--- src/rtl/note_poly_alloc.sv ---
// Polyphonic voice allocator: scans the voice bank once per note event and
// assigns a voice by match, then free, then round-robin steal.
module note_poly_alloc #(
    parameter int VOICES     = 8,
    parameter int VOICE_BITS = 3
) (
    input  logic                  clk,
    input  logic                  rst,
    input  logic                  note_on,
    input  logic                  note_off,
    input  logic [6:0]            note,
    output logic                  ready,
    output logic [VOICES*7-1:0]   voice_note,
    output logic [VOICES-1:0]     voice_gate,
    output logic [VOICES-1:0]     voice_trig,
    output logic                  steal,
    output logic                  drop
);

    typedef enum logic [1:0] {IDLE, SCAN, APPLY} state_t;

    localparam logic [VOICE_BITS-1:0] IDX_ONE  = VOICE_BITS'(1);
    localparam logic [VOICE_BITS-1:0] IDX_LAST = VOICE_BITS'(VOICES - 1);

    state_t                state, state_nxt;
    logic [6:0]            notes [VOICES];
    logic [VOICES-1:0]     gates;
    logic [6:0]            ev_note;
    logic                  ev_on;
    logic [VOICE_BITS-1:0] scan_idx, steal_ptr, match_idx, free_idx, sel_idx;
    logic                  match_found, free_found;
    logic                  strobe;

    assign strobe     = note_on | note_off;
    assign ready      = (state == IDLE) && !rst;
    assign voice_gate = gates;

    always_comb begin
        voice_note = '0;
        for (int unsigned i = 0; i < VOICES; i++)
            voice_note[7*i +: 7] = notes[i];
    end

    always_comb begin
        sel_idx = steal_ptr;
        if (match_found)
            sel_idx = match_idx;
        else if (free_found)
            sel_idx = free_idx;
    end

    always_ff @(posedge clk or posedge rst) begin
        if (rst)
            state <= IDLE;
        else
            state <= state_nxt;
    end

    always_comb begin
        state_nxt = state;
        case (state)
            IDLE:    if (strobe) state_nxt = SCAN;
            SCAN:    if (scan_idx == IDX_LAST) state_nxt = APPLY;
            APPLY:   state_nxt = IDLE;
            default: state_nxt = IDLE;
        endcase
    end

    always_ff @(posedge clk or posedge rst) begin
        if (rst) begin
            for (int unsigned i = 0; i < VOICES; i++)
                notes[i] <= '0;
            gates       <= '0;
            voice_trig  <= '0;
            steal       <= 1'b0;
            drop        <= 1'b0;
            steal_ptr   <= '0;
            scan_idx    <= '0;
            match_idx   <= '0;
            free_idx    <= '0;
            match_found <= 1'b0;
            free_found  <= 1'b0;
            ev_note     <= '0;
            ev_on       <= 1'b0;
        end else begin
            voice_trig <= '0;
            steal      <= 1'b0;
            drop       <= 1'b0;
            case (state)
                IDLE: begin
                    if (strobe) begin
                        ev_note     <= note;
                        ev_on       <= note_on;
                        scan_idx    <= '0;
                        match_found <= 1'b0;
                        free_found  <= 1'b0;
                        drop        <= note_on & note_off;
                    end
                end
                SCAN: begin
                    drop <= strobe;
                    // First hit wins, so each search yields the lowest qualifying index.
                    if (!match_found && notes[scan_idx] == ev_note) begin
                        match_found <= 1'b1;
                        match_idx   <= scan_idx;
                    end
                    if (!free_found && !gates[scan_idx]) begin
                        free_found <= 1'b1;
                        free_idx   <= scan_idx;
                    end
                    scan_idx <= scan_idx + IDX_ONE;
                end
                APPLY: begin
                    drop <= strobe;
                    if (ev_on) begin
                        notes[sel_idx]      <= ev_note;
                        gates[sel_idx]      <= 1'b1;
                        voice_trig[sel_idx] <= 1'b1;
                        if (!match_found && !free_found) begin
                            steal     <= 1'b1;
                            steal_ptr <= (steal_ptr == IDX_LAST) ? '0 : steal_ptr + IDX_ONE;
                        end
                    end else begin
                        for (int unsigned i = 0; i < VOICES; i++)
                            if (gates[i] && notes[i] == ev_note)
                                gates[i] <= 1'b0;
                    end
                end
                default: ;
            endcase
        end
    end

endmodule

--- config.mk ---
export PLATFORM = sky130hd
export DESIGN_NAME = note_poly_alloc
export DESIGN_NICKNAME = d
export VERILOG_FILES = /design/src/rtl/note_poly_alloc.sv
export SDC_FILE = /design/constraint.sdc
export NUM_CORES = 1
export LEC_CHECK = 0
export CAP_MARGIN = 20
export CORE_ASPECT_RATIO = 0.9
export CORE_UTILIZATION = 57
export CTS_CLUSTER_SIZE = 25
export DETAILED_ROUTE_END_ITERATION = 10
export PLACE_DENSITY = 0.86
export SLEW_MARGIN = 40
export SYNTH_ARGS = -nofsm -noshare
export SYNTH_HDL_FRONTEND = slang
export SYNTH_SLANG_ARGS = --single-unit
--- constraint.sdc ---
create_clock -name clk -period 7.15 [get_ports clk]
set_input_delay 1.43 -clock clk [delete_from_list [all_inputs] [get_ports clk]]
set_output_delay 1.43 -clock clk [all_outputs]
set_load 0.03 [all_outputs]
==> metrics.md, run 1 <==
| Metric | Value |
|---|---|
| Most frequent cell after synthesis | dfrtp_1 |
| Period utilisation layout | 57.5% |
| Worst r2r src | scan_idx[0] |
| Dominant combinational cell family by area after synthesis | multiplexers |
| Row count | 32 |
| Max incr delay on CP | 0.67 ns |
| Largest net degree at the start of global routing | 65 |
| I/O Pins | 86 |
| Avg Cell Area, Syn | 12.8 µm² |
| Pleak | 0.00265 µW |
| CTS max path bufs | 2 |
| Worst Path Buf+Inv | 2 |
| Antenna Cells | 0 |
| CTS buffer count | 9 |
| Number of remaining DRC errors | 0 |
| # setup viols final | 0 |
| All-Layer GR Usage | 28.0% |
| Synth warnings | 0 |
| PortBufs | 85 |
| Nets | 494 |
| RR Endpoint | match_idx[0] |
| Simple-Gate Fraction of Synth Area | 6.76% |
| Area of the core | 8650 µm² |
| Initial Util | 59.3% |
| Mux share of post-synthesis cell area | 25.5% |
| Hold worst-path end | free_idx[0] |
| Post-synth top flop | dfrtp_1 |
| Critical Path End Type | primary output |
| Vias in the first global route | 3485 |
| Largest area contributor in the netlist | dfrtp_1 |
| Final setup margin | 3.04 ns |
| First-pass GRT wire length | 19100 µm |
| Clk_skew | 0.0102 ns |
| Post-synthesis sequential area ratio | 47.8% |
| XOR/XNOR Fraction of Synth Area | 10.6% |
| Post-DP HPWL | 8440 µm |
| Final setup TNS | 0 ns |
| Area of the multi-input gates | 2530 µm² |
| Netlist cell types | 38 |
| GRT Residual Overflow | 0 |
| Post-CTS resize count | 0 |
| Arrival time at the worst endpoint | 2.68 ns |
| Fmax | 243 MHz |
| Remaining antenna violation count | 0 |
| Initial drt markers | 257 |
| Worst Hold Path Cells | 1 |
| CP dominant cell by count | clkdlybuf4s50_1 |
| Compound-cell area share of the yosys netlist | 4.64% |
| Post-CTS Setup Bufs | 0 |
| Slowest stage cell, crit path | clkdlybuf4s50_1 |
| Status | complete, no violations |
| Worst Tran Pin Value | 0.838 ns |
| Crit path depth | 3 |
| Total power | 2210 µW |
| Number of flops mapped to enable cells by yosys | 0 |
| Drt wl/cell | 20.5 µm |
| Worst-path maximum fanout | 2 |
| Final hold vios | 0 |
| Slew margin rel. | 44.0% |
| Top cell type's share of synthesized area | 47.8% |
| H-tree depth | 3 |
| DRT Wirelength | 12300 µm |
| Hold WC Path Type | reg2reg |
| Min-delay src | free_idx[0] |
| Crit path max-delay family | buffers and inverters |
| Critical path cell sequence | clkdlybuf4s50_1 -> nor2b_1 -> clkdlybuf4s50_1 |
| CP startpoint kind | input pin |
| DR vias/cell | 5.97 |
| Clock sink total | 98 |
| RSZ-0062 raised after global routing | false |
| Share of cells above drive strength 1 | 23.4% |
| Die X-Extent | 102 µm |
| Die span in y | 92.0 µm |
| CTS tree | built |
| DP Worst Slack | 3.03 ns |
| Seq cells post-synth | 98 |
| Clk Latency, worst-skew pair | 0.36 ns |
| Synth top area cells | dfrtp_1, mux2_2, xnor2_1, mux4_2, mux2i_1 |
| Net Count, Synth | 419 |
| Gpl congestion | 0.872 |
| Worst vdd ir | 0.207 mV |
| Max Cap Viol | 0 |
| Fill cell count | 633 |
| CP Data Required Time | 5.72 ns |
| Clock transition at path regs | 0.09 ns |
| TritonRoute pass-1 iters | 4 |
| Area grow syn2layout | 21.4% |
| Tmin final | 4.11 ns |
| Sequential cell area | 2450 µm² |
| Cell Pwr Density | 355 nW/µm² |
| R2r setup slk | 4.46 ns |
| Clock tree root driver cell | clkbuf_8 |
| Kind of critical path | in2out |
| Post-Synth Adder-Cell Area | 1.95% |
| Synth cell count leaders | dfrtp_1, mux2_2, xnor2_1, o21ai_0 |
| Cts hold-fix bufs | 0 |
| Syn Std Cell Area | 5130 µm² |
| FFs w/ async S/R, synth | 100% |
| Max-slew violation count | 0 |
| Via Count | 3572 |
| Total Die Area | 9380 µm² |
| Antenna violations before repair | 0 |
| R2R depth | 7 |
| Gate Count Post-Synth | 400 |
==> worst max-delay path by stage <==
| stage | startpoint | to | slack (ns) |
|---|---|---|---|
| floorplan | rst | drop | 3.16 |
| global route | rst | ready | 3.00 |
| CTS | rst | ready | 3.03 |
| detailed placement | rst | ready | 3.03 |
| finish | rst | ready | 3.04 |
| global placement | rst | ready | 3.03 |
==> registers in the layout, indices dropped and copies added (netlist names) <==
name         cells
free_idx         3
match_found      1
free_found       1
steal_ptr        3
drop             1
match_idx        3
voice_trig       8
scan_idx         3
voice_note      56
ev_note          7
state            2
ev_on            1
voice_gate       8
steal            1
==> layout by cell type (no fill, tap or decap), types with 3 or more instances in the layout <==
cell / instances
clkbuf_8: 10
o31ai_1: 5
o21ai_0: 21
nand2b_1: 5
mux2_2: 70
nor2_2: 6
ha_1: 8
nor2b_1: 5
clkdlybuf4s50_1: 85
mux4_1: 5
xnor2_1: 60
buf_4: 3
inv_1: 6
nand2_1: 9
dfrtp_1: 97
a21oi_1: 6
mux2i_1: 14
nor2_1: 7
nand4_1: 17
mux4_2: 9
mux2_4: 3
==> routing by layer <==
metal  part of all wire, %  routed length [µm]  track usage [%]  vias to the layer above
met5                     0                   0                0                        -
met4                   2.1                 254             7.74                        0
met3                   6.7                 818             7.09                       20
met2                    47                5800             41.6                      135
met1                    44                5410             41.0                     1832
li1                      -                   -                -                     1585
==> where the power goes <==
| group | total (µW) | switching [µW] | internal (µW) |
|---|---|---|---|
| clock | 327 | 190 | 137 |
| sequential | 928 | 261 | 667 |
| combinational | 958 | 470 | 488 |
| total | 2210 | 921 | 1290 |
==> through the flow <==
stage / std cells / instance area, µm² / utilization (%) / hold WS, ns
2_1_floorplan: 400 / 5130 / - / 0.479
3_3_place_gp: 583 / 6050 / 69.9 / 0.493
3_5_place_dp: 583 / 6050 / 69.9 / 0.494
4_1_cts: 598 / 6220 / 71.9 / 0.514
5_1_grt: 598 / 6230 / 72.0 / 0.534
6_report: 598 / 6230 / 72.0 / 0.520
==> layout make-up <==
class                   count  share of cell area (%)
inverters                   7                   0.462
well taps                 119                    2.39
clock buffers              10                    2.21
clock inverters             5                   0.623
repair buffers             89                    14.2
flip-flops and latches     98                    39.4
multi-input cells         270                    40.7
==> logic make-up after synthesis <==
logic type	count (synthesis)
muxes	101
DFF	98
xor gates and xnor gates	62
and+or+nand+nor	59
AOI/OAI and AO/OA	40
buffers and inverters	32
adders and majority gates	8
Note: power is estimated with default switching activity, not from simulation.
==> run 2, diff against run 1 <==
- CORE_UTILIZATION: 57 -> 54
- PLACE_DENSITY: 0.86 -> 0.82
- clock period: 7.15 -> 4.2 ns (I/O delays scaled with it)
==> metrics.md, run 2 (synthesis gave the netlist of run 1 again) <==
| Metric | Value |
|---|---|
| RSZ-0062 raised after global routing | false |
| Nets | 495 |
| Post-DP HPWL | 8950 µm |
| Most common cell after layout, fill and taps aside | dfrtp_1 |
| Antenna Cells | 0 |
| PortBufs | 85 |
| GRT Residual Overflow | 0 |
| Slew margin rel. | 45.7% |
| Vias in the first global route | 3664 |
| R2R depth | 6 |
| Most frequent cells in the layout | dfrtp_1, clkdlybuf4s50_1, mux2_2, xnor2_1, o21ai_0 |
| Kind of critical path | in2out |
| Max Cap Viol | 0 |
| Gpl congestion | 0.855 |
| Clock tree root driver cell | clkbuf_8 |
| Initial Util | 56.0% |
| Period utilisation layout | 70.2% |
| Via Count | 3648 |
| First-pass GRT wire length | 20400 µm |
| Post-CTS resize count | 0 |
| Row count | 33 |
| Largest net degree at the start of global routing | 58 |
| Max reg flops | 56 |
| Antenna violations before repair | 0 |
| Finished Cell Area | 6290 µm² |
| Remaining antenna violation count | 0 |
| Inst Count DP | 587 |
| Post-CTS Setup Bufs | 0 |
| # setup viols final | 0 |
| DR vias/cell | 6.05 |
| CP Data Required Time | 3.36 ns |
| Worst vdd ir | 0.342 mV |
| Post-DP Area | 6060 µm² |
| Fmax | 339 MHz |
| Max-slew violation count | 0 |
| Cts hold-fix bufs | 0 |
| Pleak | 0.00267 µW |
| Drt wl/cell | 21.0 µm |
| Clk_skew | 0.00886 ns |
| CTS buffer count | 9 |
| Clock transition at path regs | 0.09 ns |
| Finished Layout Cells | 603 |
| Initial drt markers | 190 |
| Hold WC Path Type | reg2reg |
| Worst-path maximum fanout | 2 |
| I/O Pins | 86 |
| Clock sink total | 98 |
| Die span in y | 94.5 µm |
| Final hold vios | 0 |
| Status | complete, no violations |
| Area of the core | 9170 µm² |
| Worst Hold Path Cells | 1 |
| H-tree depth | 3 |
| CP startpoint kind | input pin |
| Tmin final | 2.95 ns |
| CTS tree | built |
| CTS max path bufs | 2 |
| Final setup TNS | 0 ns |
| Share of cells above drive strength 1 | 23.7% |
| DRT Wirelength | 12700 µm |
| Clk Latency, worst-skew pair | 0.37 ns |
| All-Layer GR Usage | 27.6% |
| Fill cell count | 711 |
| Total Die Area | 9890 µm² |
| TritonRoute pass-1 iters | 4 |
| Arrival time at the worst endpoint | 2.11 ns |
| Number of remaining DRC errors | 0 |
| Die X-Extent | 105 µm |
| Cell Pwr Density | 620 nW/µm² |
| Critical Path End Type | primary output |
| Worst Tran Pin Value | 0.814 ns |
| Area grow syn2layout | 22.6% |
[run 2: cell count changes in the layout (fill, tap and decap cells not counted)]
cell	previous run	this run
buf_4	3	5
buf_6	1	0
bufinv_16	0	2
clkinv_4	1	2
inv_6	2	0
[run 2: area by class of cell]
cell class	count	area [µm²]	area share, %
Multi-Input combinational cell	270	2530	40.3
Tap cell	122	153	2.43
Sequential cell	98	2450	39.0
Inverter	7	28.8	0.458
Timing Repair Buffer	90	888	14.1
Clock buffer	10	138	2.19
Clock inverter	6	90.1	1.43
[run 2: path summary, 6_finish.rpt]
kind                              from            to  slack, ns
setup reg to reg           scan_idx[2]  match_idx[2]       1.51
hold / removal             free_idx[0]   free_idx[0]       0.52
min in group asynchronous          rst    free_found       0.96
setup / recovery                   rst         ready       1.25
max in group asynchronous          rst   scan_idx[1]       2.47
hold reg to reg            free_idx[0]   free_idx[0]       0.52
[run 2: critical path, stage by stage]
cell,delay (ns)
clkdlybuf4s50_1,0.46
nor2b_1,0.13
clkdlybuf4s50_1,0.67
[run 2: layer usage]
layer,vias to the layer above,wire [µm],track usage (%)
met1,1831,5600,37.8
met2,186,5800,43.0
met5,-,0,0
met3,42,832,4.97
met4,0,455,13.0
li1,1589,-,-
[run 2: power by group]
group          internal (µW)  switching (µW)  total, µW
Combinational            831             761       1590
Clock                    353             328        681
Sequential              1130             491       1630
[run 2: stage by stage]
| step | util, % | hold WS, ns | setup WS, ns | total power, µW |
|---|---|---|---|---|
| floorplan | - | 0.479 | 0.798 | 2690 |
| global placement | 66.1 | 0.492 | 1.26 | 3150 |
| detailed placement | 66.1 | 0.498 | 1.24 | 3200 |
| CTS | 68.6 | 0.519 | 1.24 | 3900 |
| global route | 68.6 | 0.537 | 1.20 | 4110 |
| finish | 68.6 | 0.518 | 1.25 | 3900 |
